[config.mk]
export PLATFORM = sky130hd
export DESIGN_NAME = reset_sequencer_flat
export DESIGN_NICKNAME = d
export VERILOG_FILES = /design/src/rtl/reset_sequencer_if.sv /design/src/rtl/reset_sequencer.sv /design/src/flat_wrapper.sv
export SDC_FILE = /design/constraint.sdc
export NUM_CORES = 1
export LEC_CHECK = 0
export BUFFER_PORTS_ARGS = -buffer_cell sky130_fd_sc_hd__clkbuf_2
export CAP_MARGIN = 20
export CELL_PAD_IN_SITES_DETAIL_PLACEMENT = 0
export CELL_PAD_IN_SITES_GLOBAL_PLACEMENT = 2
export CORE_AREA = 2 2 56 98
export DETAILED_ROUTE_END_ITERATION = 12
export DIE_AREA = 0 0 58 100
export PLACE_DENSITY_LB_ADDON = 0.1
export SYNTH_ARGS = -nofsm -noshare
export SYNTH_HDL_FRONTEND = slang
export SYNTH_SLANG_ARGS = --single-unit
[constraint.sdc]
create_clock -name clk25 -period 1.9 [get_ports clk25]
set_input_delay 0.57 -clock clk25 [delete_from_list [all_inputs] [get_ports clk25]]
set_output_delay 0.57 -clock clk25 [all_outputs]
set_load 0.01 [all_outputs]
[src/rtl/reset_sequencer_if.sv]
// Purpose : bundle of enable/key/power-reset inputs and the sequenced reset outputs.
// Latency : n/a (signal bundle only).
// Backpr. : none; every signal is a plain level sampled on each clk25 edge.
//
// Ports (modport master = the sequencer, slave = the system side):
//   enable, pwr_rst, key_reset, key_clr    -> into the sequencer
//   rst_video, rst_periph, rst_cpu,
//   clr_screen, busy                       <- out of the sequencer
interface reset_sequencer_if;
  logic enable;
  logic pwr_rst;
  logic key_reset;
  logic key_clr;
  logic rst_video;
  logic rst_periph;
  logic rst_cpu;
  logic clr_screen;
  logic busy;

  modport master (
    input  enable,
    input  pwr_rst,
    input  key_reset,
    input  key_clr,
    output rst_video,
    output rst_periph,
    output rst_cpu,
    output clr_screen,
    output busy
  );

  modport slave (
    output enable,
    output pwr_rst,
    output key_reset,
    output key_clr,
    input  rst_video,
    input  rst_periph,
    input  rst_cpu,
    input  clr_screen,
    input  busy
  );
endinterface

[src/rtl/reset_sequencer.sv]
// Purpose : orders reset release (video, peripherals, CPU) after power-on; RESET key
//           re-resets only the CPU, CLR SCREEN key issues a one-cycle clear pulse.
// Latency : outputs registered; key action lands 2 sync + DEBOUNCE_TICKS ticks after a stable press.
// Backpr. : none; keys pressed outside the accepting states are dropped, never queued.
//
// Ports:
//   clk25  - system clock
//   rst_n  - synchronous active-low reset (clears everything, including key debouncers)
//   bus    - reset_sequencer_if.master: enable tick, pwr_rst, raw keys in;
//            rst_video/rst_periph/rst_cpu/clr_screen/busy out
module reset_sequencer #(
  parameter int HOLD_TICKS     = 32,
  parameter int STEP_TICKS     = 8,
  parameter int DEBOUNCE_TICKS = 255,
  parameter int CNT_W          = 8
) (
  input  logic               clk25,
  input  logic               rst_n,
  reset_sequencer_if.master  bus
);

  localparam logic [2:0] S_HOLD = 3'd0;
  localparam logic [2:0] S_VID  = 3'd1;
  localparam logic [2:0] S_PER  = 3'd2;
  localparam logic [2:0] S_RUN  = 3'd3;
  localparam logic [2:0] S_CPU  = 3'd4;

  localparam logic [CNT_W-1:0] HOLD_LAST = CNT_W'(HOLD_TICKS - 1);
  localparam logic [CNT_W-1:0] STEP_LAST = CNT_W'(STEP_TICKS - 1);
  localparam logic [CNT_W-1:0] DEB_LAST  = CNT_W'(DEBOUNCE_TICKS - 1);

  // Key index 0 = RESET key, 1 = CLR SCREEN key.
  localparam int KEYS    = 2;
  localparam int KEY_RST = 0;
  localparam int KEY_CLR = 1;

  logic [KEYS-1:0]  key_raw;
  logic [KEYS-1:0]  sync_a;
  logic [KEYS-1:0]  sync_b;
  logic [KEYS-1:0]  deb_lvl;
  logic [KEYS-1:0]  deb_rise;
  logic [CNT_W-1:0] deb_cnt [KEYS];

  logic [2:0]       state;
  logic [2:0]       state_nxt;
  logic [CNT_W-1:0] cnt;

  logic rst_video_q;
  logic rst_periph_q;
  logic rst_cpu_q;
  logic clr_screen_q;
  logic busy_q;

  assign key_raw = {bus.key_clr, bus.key_reset};

  // ---------------------------------------------------------------------------
  // Key synchronisers and debouncers. These only see rst_n: a held pwr_rst
  // must not lose key history, so a press spanning the power-up is still
  // debounced correctly (and then discarded by the FSM).
  // ---------------------------------------------------------------------------

  // A rising event fires on the very tick the debounced level flips to 1, so
  // the FSM reacts on the same edge the level updates instead of one later.
  always_comb begin
    deb_rise = '0;
    for (int k = 0; k < KEYS; k++) begin
      deb_rise[k] = bus.enable && sync_b[k] && !deb_lvl[k] && (deb_cnt[k] == DEB_LAST);
    end
  end

  always_ff @(posedge clk25) begin
    if (!rst_n) begin
      sync_a  <= '0;
      sync_b  <= '0;
      deb_lvl <= '0;
      for (int k = 0; k < KEYS; k++) begin
        deb_cnt[k] <= '0;
      end
    end else begin
      // Synchronisers run every clock; only the debounce counting is gated.
      sync_a <= key_raw;
      sync_b <= sync_a;
      if (bus.enable) begin
        for (int k = 0; k < KEYS; k++) begin
          if (sync_b[k] != deb_lvl[k]) begin
            if (deb_cnt[k] == DEB_LAST) begin
              deb_lvl[k] <= sync_b[k];
              deb_cnt[k] <= '0;
            end else begin
              deb_cnt[k] <= deb_cnt[k] + 1'b1;
            end
          end else begin
            // Any agreeing tick restarts the stability window.
            deb_cnt[k] <= '0;
          end
        end
      end
    end
  end

  // ---------------------------------------------------------------------------
  // Release sequencer
  // ---------------------------------------------------------------------------
  always_comb begin
    state_nxt = state;
    case (state)
      S_HOLD: if (bus.enable && cnt == HOLD_LAST) state_nxt = S_VID;
      S_VID:  if (bus.enable && cnt == STEP_LAST) state_nxt = S_PER;
      S_PER:  if (bus.enable && cnt == STEP_LAST) state_nxt = S_RUN;
      S_RUN:  if (deb_rise[KEY_RST])              state_nxt = S_CPU;
      S_CPU:  if (bus.enable && cnt == HOLD_LAST) state_nxt = S_RUN;
      default:                                    state_nxt = S_HOLD;
    endcase
  end

  // Outputs are decoded from the next state so they switch on the same edge
  // as the state register. S_CPU decodes only rst_cpu, which is what keeps
  // video and peripherals out of reset during a CPU-only reset, and rst_cpu
  // is released only on entry to S_RUN, after both others are already low.
  always_ff @(posedge clk25) begin
    if (!rst_n || bus.pwr_rst) begin
      state        <= S_HOLD;
      cnt          <= '0;
      rst_video_q  <= 1'b1;
      rst_periph_q <= 1'b1;
      rst_cpu_q    <= 1'b1;
      busy_q       <= 1'b1;
      clr_screen_q <= 1'b0;
    end else begin
      state <= state_nxt;
      if (state_nxt != state) begin
        cnt <= '0;
      end else if (bus.enable) begin
        cnt <= cnt + 1'b1;
      end
      rst_video_q  <= (state_nxt == S_HOLD);
      rst_periph_q <= (state_nxt == S_HOLD) || (state_nxt == S_VID);
      rst_cpu_q    <= (state_nxt != S_RUN);
      busy_q       <= (state_nxt != S_RUN);
      // The clear event is already a single enable-qualified cycle, so the
      // registered pulse is exactly one clk25 cycle wide.
      clr_screen_q <= deb_rise[KEY_CLR] && ((state == S_RUN) || (state == S_CPU));
    end
  end

  assign bus.rst_video  = rst_video_q;
  assign bus.rst_periph = rst_periph_q;
  assign bus.rst_cpu    = rst_cpu_q;
  assign bus.clr_screen = clr_screen_q;
  assign bus.busy       = busy_q;

endmodule

[src/flat_wrapper.sv]
// flat-port wrapper written by rule: the top's interface ports become plain ports
module reset_sequencer_flat 
#(
  parameter int HOLD_TICKS     = 32,
  parameter int STEP_TICKS     = 8,
  parameter int DEBOUNCE_TICKS = 255,
  parameter int CNT_W          = 8
)
  (clk25, rst_n, bus_enable, bus_pwr_rst, bus_key_reset, bus_key_clr, bus_rst_video, bus_rst_periph, bus_rst_cpu, bus_clr_screen, bus_busy);
  reset_sequencer_if bus_i ();
  input  logic clk25;
  input  logic rst_n;
  input wire logic [$bits(bus_i.enable)-1:0] bus_enable;
  input wire logic [$bits(bus_i.pwr_rst)-1:0] bus_pwr_rst;
  input wire logic [$bits(bus_i.key_reset)-1:0] bus_key_reset;
  input wire logic [$bits(bus_i.key_clr)-1:0] bus_key_clr;
  output wire logic [$bits(bus_i.rst_video)-1:0] bus_rst_video;
  output wire logic [$bits(bus_i.rst_periph)-1:0] bus_rst_periph;
  output wire logic [$bits(bus_i.rst_cpu)-1:0] bus_rst_cpu;
  output wire logic [$bits(bus_i.clr_screen)-1:0] bus_clr_screen;
  output wire logic [$bits(bus_i.busy)-1:0] bus_busy;
  assign bus_i.enable = bus_enable;
  assign bus_i.pwr_rst = bus_pwr_rst;
  assign bus_i.key_reset = bus_key_reset;
  assign bus_i.key_clr = bus_key_clr;
  assign bus_rst_video = bus_i.rst_video;
  assign bus_rst_periph = bus_i.rst_periph;
  assign bus_rst_cpu = bus_i.rst_cpu;
  assign bus_clr_screen = bus_i.clr_screen;
  assign bus_busy = bus_i.busy;
  reset_sequencer #(.HOLD_TICKS(HOLD_TICKS), .STEP_TICKS(STEP_TICKS), .DEBOUNCE_TICKS(DEBOUNCE_TICKS), .CNT_W(CNT_W)) u_core (.clk25(clk25), .rst_n(rst_n), .bus(bus_i));
endmodule
# Word level (Yosys, flattened, before mapping)
# Memory sizes are Yosys's and may differ from the RTL's.
# Cells that the tools add are included.
dict set report totals {
  ff_bits 21
  ramBits 16
  input_bits 6
  out_inout_bits 5
  word_cells 94
  n_memories 1
}
# name depth width read_ports rd_clocked_by_memory_dff wr line
set memory_table {}
lappend memory_table {u_core.deb_cnt 2 8 2 0 2 reset_sequencer.sv:42} ;# logic [CNT_W-1:0] deb_cnt [KEYS];
dict set report classes {
  add_sub_neg 3
  eq_ne 13
  mux 41
  n_bitwise 6
  n_reduce_logical 20
}
# operator n
set ops {}
lappend ops {{8-bit 2-to-1 mux} 6}
lappend ops {{1-bit 2-to-1 mux} 29}
lappend ops {{8-bit by 1-bit adder with 8-bit output (second input constant)} 3}
lappend ops {{8-bit equality test (second input constant)} 2}
lappend ops {{3-bit 2-to-1 mux} 5}
lappend ops {{3-bit case mux with 5 select lines} 1}
lappend ops {{1-bit logical AND} 9}
lappend ops {{8-bit by 3-bit equality test with 1-bit output (second input constant)} 1}
lappend ops {{8-bit by 5-bit equality test with 1-bit output (second input constant)} 1}
lappend ops {{3-bit by 1-bit equality test with 1-bit output (second input constant)} 2}
lappend ops {{3-bit by 2-bit equality test with 1-bit output (second input constant)} 2}
lappend ops {{3-bit logical NOT} 2}
lappend ops {{1-bit bitwise OR} 6}
lappend ops {{3-bit AND reduction} 2}
lappend ops {{3-bit equality test (second input constant)} 1}
lappend ops {{1-bit logical NOT} 3}
lappend ops {{1-bit logical OR} 3}
lappend ops {{3-bit by 2-bit inequality test with 1-bit output (second input constant)} 1}
lappend ops {{3-bit inequality test} 1}
lappend ops {{1-bit inequality test} 2}
lappend ops {{2-bit OR reduction} 1}

# Depth between registers and ports, before layout
dict set report depth {
  depth_word 9
  depth_mapped 7
  ltp_nobuf 7
}

# Worst setup path before layout
# No wires, ideal clock.
dict set report synth_timing {
  path_type {input -> register}
  from {input bus_enable}
  to {register u_core.cnt[0]}
  setup_ps 129
  arrival_time_ps 1482
  t_required_ps 1771
  path_slack_ps 289
  stages 6
  n_path_buf 1
  path_cell_list {buf_2 > nand3_1 > nor4_1 > a211oi_1 > o21ai_0 > nor2_1}
}
dict set report synth_via {
  elab_chain_len 7
  elab_cells_between_ends 13
  cone_classes {eq/ne (1); mux (6); reduce/logical (6)}
}
# item line
set synth_rtl {}
lappend synth_rtl {{start: declaration} flat_wrapper.sv:13} ;# input wire logic [$bits(bus_i.enable)-1:0] bus_enable;
lappend synth_rtl {{1-bit logical AND (3 in a row)} reset_sequencer.sv:67} ;# deb_rise[k] = bus.enable && sync_b[k] && !deb_lvl[k] && (deb_cnt[k] == DEB_LAST);
lappend synth_rtl {{3-bit 2-to-1 mux} reset_sequencer.sv:110} ;# S_RUN: if (deb_rise[KEY_RST]) state_nxt = S_CPU;
lappend synth_rtl {{3-bit case mux with 5 select lines} reset_sequencer.sv:106} ;# case (state)
lappend synth_rtl {{3-bit inequality test} reset_sequencer.sv:131} ;# if (state_nxt != state) begin
lappend synth_rtl {{2-bit OR reduction (no line)} n/a}
lappend synth_rtl {{end signal: assignment} reset_sequencer.sv:134} ;# cnt <= cnt + 1'b1;
lappend synth_rtl {{end: declaration} reset_sequencer.sv:46} ;# logic [CNT_W-1:0] cnt;
# Parallel ways exist; a longest one is shown, timed or not.
# A chain may end at the register's enable or synchronous reset.

==> impl_results.md <==
* Simple-gate portion of the synthesized area at 0.2461
* Post-route setup slack at 151.2 ps
* DR vias at roughly 1,400
* Clock root cell: clkbuf_8
* Nets at 224
* Port bufs at 10
* Leak Pwr at about 0.75 nW
* Mapped Area at between 1500 and 2000 um2
* GR Overflow Total at 0
* DP Area at approximately 2000 um2
* Slew @ Worst Pin at slightly above 600 ps
* DRC viols at 0
* Die width at slightly below 60 um
* Initial core utilization at 0.3623
* Setup TNS at 0 ps
* Largest net degree at the start of global routing at 12
* Iter 0 DRT Violations at 32
* Synth Area in XOR/XNOR at 0.09517
* Synth Area per Inst at between 9 and 10 um2
* Layout cell share with drive strength beyond 1 at 0.1495
* Num CTS Buffers at 5
* Rows at 35
* Most frequent cells in the layout: nor2_1, dfxtp_1, edfxtp_1
* Status: completed
* Yosys reg bits at 37
* Maximum VDD drop at a little over 0.6 mV
* Synth cell types at 40
* Post-DRT Antenna Nets at 0
* Detailed Routing Iterations Pass 1 at 4
* RSZ-0062 raised after global routing: no
* Vias in the first global route at roughly 1,500
* Detailed placement HPWL at 3180 um
* Synthesis warning total at 0
* Clk sinks at 37
* Sequential share of the synthesized area at 0.4895
* Post-synth net total at 203
* DP Worst Slack at around 75 ps
* Total die area at approximately 5800 um2
* H-tree level count at 2
* Wire per inst at roughly 15 um
* CTS tree: done
* Data arrival, critical path at 1760 ps
* Largest family of logic cells by synthesized area: simple AND/OR/NAND/NOR gates
* IO Pins at 11
* Setup Skew at between 5 and 6 ps
* Final Cycle Share at 0.9204
* Worst-Skew Late Latency at roughly 280 ps
* Synth Area in Compound Gates at 0.09109
* Synthesis-to-finish area growth at 14.07%
* Fraction of synthesized area in multiplexers at 0.01632
* Critical path endpoint category: flop
* Longest Clk Path Bufs at 2
* Slew Limit Fails at 0
* Critical Path Start Type: flop
* Pwr Density at ~710 nW/um2
* Post-Synth Adder-Cell Area at 0.03399
* Final setup viols at 0
* Fin crit period at 1749 ps
* Final cell count without fillers at around 270
* Global Route Usage Sum at 0.1562
* Fmax achieved at approximately 0.57 GHz
* Worst EP required at about 1900 ps
* Initial antenna violation count at 0
* Clock-pin transition on the worst setup and hold timing paths at approximately 70 ps
* Worst-path maximum fanout at 8
* Vias/cell at about 5.3
* Fin area at around 2100 um2
* Final Hold Viols at 0
* Slew headroom at 0.5871
* Commonest non-fill, non-tap cell in the layout: nor2_1
* Hold crit path type: reg -> reg
* Core area at approximately 5100 um2
* Post-Syn Instances at approximately 190
* N_diodes at 0
* First-pass GRT wire length at around 7000 um
* Die Height at around 100 um
* WL final at 4029 um
* Cell taking the most area after synthesis: edfxtp_1
* Top-area cell type share of the netlist area at 0.2610
* Max Cap Viol at 0
* Routability cong. at ~0.86
* WS Path Type: reg -> reg
* Largest cells by area after synthesis: edfxtp_1, dfxtp_1, nor2_1
* Post-Place Cells at between 200 and 300
cell usage after synthesis:
library cell,instances
nand2b_1,6
buf_1,1
inv_1,5
or2_2,1
and4_1,1
or3_4,1
o211ai_1,1
nor2b_1,3
nand2_1,11
o22ai_1,3
nand3b_1,4
nor3_1,1
or4_4,1
clkbuf_1,3
o21a_1,2
ha_1,5
o21ai_2,1
or3_1,1
and3_1,3
o22a_1,1
mux2i_1,3
a21oi_1,2
nor2_1,34
a211oi_1,2
dfxtp_1,21
xnor2_1,10
a31oi_1,2
nand3_1,11
buf_4,1
o21ai_1,1
a211o_1,1
o21ai_0,6
and2_1,4
edfxtp_1,16
o22ai_2,1
nand4_1,5
buf_2,2
o31ai_1,2
nor4_1,3
xor2_1,10
critical path: stages, from the launching register on:
cell and delay, ps:
edfxtp_1 460, and4_1 250, nand2_1 120, o21ai_1 530, nor2_1 110
power by group:
| group | leakage [nW] | switching (W) | internal, W | total (W) |
|---|---|---|---|---|
| clock network | 0.0455 | 0.000255 | 0.000296 | 0.000550 |
| logic | 0.356 | 0.0000404 | 0.0000320 | 0.0000723 |
| registers | 0.348 | 0.0000205 | 0.000850 | 0.000871 |
path summary, 6_finish.rpt:
| kind | from | to | slack (ps) | cells past startpoint |
|---|---|---|---|---|
| max | u_core.deb_cnt[0][2]$_SDFFCE_PP0P_ | u_core.deb_cnt[0][5]$_SDFFCE_PP0P_ | 150 | 4 |
| min | u_core.sync_a[1]$_SDFF_PN0_ | u_core.sync_b[1]$_SDFF_PN0_ | 450 | 1 |
| max reg2reg | u_core.deb_cnt[0][2]$_SDFFCE_PP0P_ | u_core.deb_cnt[0][5]$_SDFFCE_PP0P_ | 150 | 4 |
| min reg2reg | u_core.sync_a[1]$_SDFF_PN0_ | u_core.sync_b[1]$_SDFF_PN0_ | 450 | 1 |
logic make-up after synthesis:
logic type / after synthesis
DFF: 37
xor gates and xnor gates: 20
buffers and inverters: 12
muxes: 3
adders and majority gates: 5
and+or+nand+nor: 90
AOI/OAI and AO/OA: 25
what timing repair did:
| item | CTS | global route |
|---|---|---|
| resized for setup | 0 | 1 |
| endpoints found under the setup margin | 0 | 4 |
| setup buffers | 0 | 0 |
| hold buffers | 0 | 0 |
state kept, by name, summed over array words and instances (netlist names):
signal                 count
u_core.bus.rst_cpu         1
u_core.sync_b              2
u_core.bus.rst_periph      1
u_core.cnt                 8
u_core.bus.rst_video       1
u_core.deb_lvl             2
u_core.sync_a              2
u_core.deb_cnt            16
u_core.bus.clr_screen      1
u_core.state               3
per-layer routing:
layer  vias to the layer above  GRT usage  share of wire
met3                        13    0.02835          0.017
met4                         0    0.09481          0.043
li1                        717          -              -
met5                         -          0              0
met2                        18     0.3016           0.57
met1                       665     0.1427           0.37
stage by stage:
| stage | util | hold slack (ps) | power, W |
|---|---|---|---|
| 2_1_floorplan | - | 411.9 | 0.0009284 |
| 3_3_place_gp | 0.3956 | 418.6 | 0.0009576 |
| 3_5_place_dp | 0.3956 | 432.5 | 0.0009611 |
| 4_1_cts | 0.4133 | 451.3 | 0.001516 |
| 5_1_grt | 0.4133 | 457.6 | 0.001560 |
| 6_report | 0.4133 | 445.9 | 0.001493 |
layout make-up:
class | count | area, um2
Fill cell | 511 | 2980
Multi-Input combinational cell | 143 | 888.4
Clock buffer | 8 | 90.09
Inverter | 5 | 18.77
Tap cell | 55 | 68.82
Sequential cell | 37 | 900.9
Timing Repair Buffer | 21 | 132.6
No activity file was read; power rests on OpenSTA's default activity.
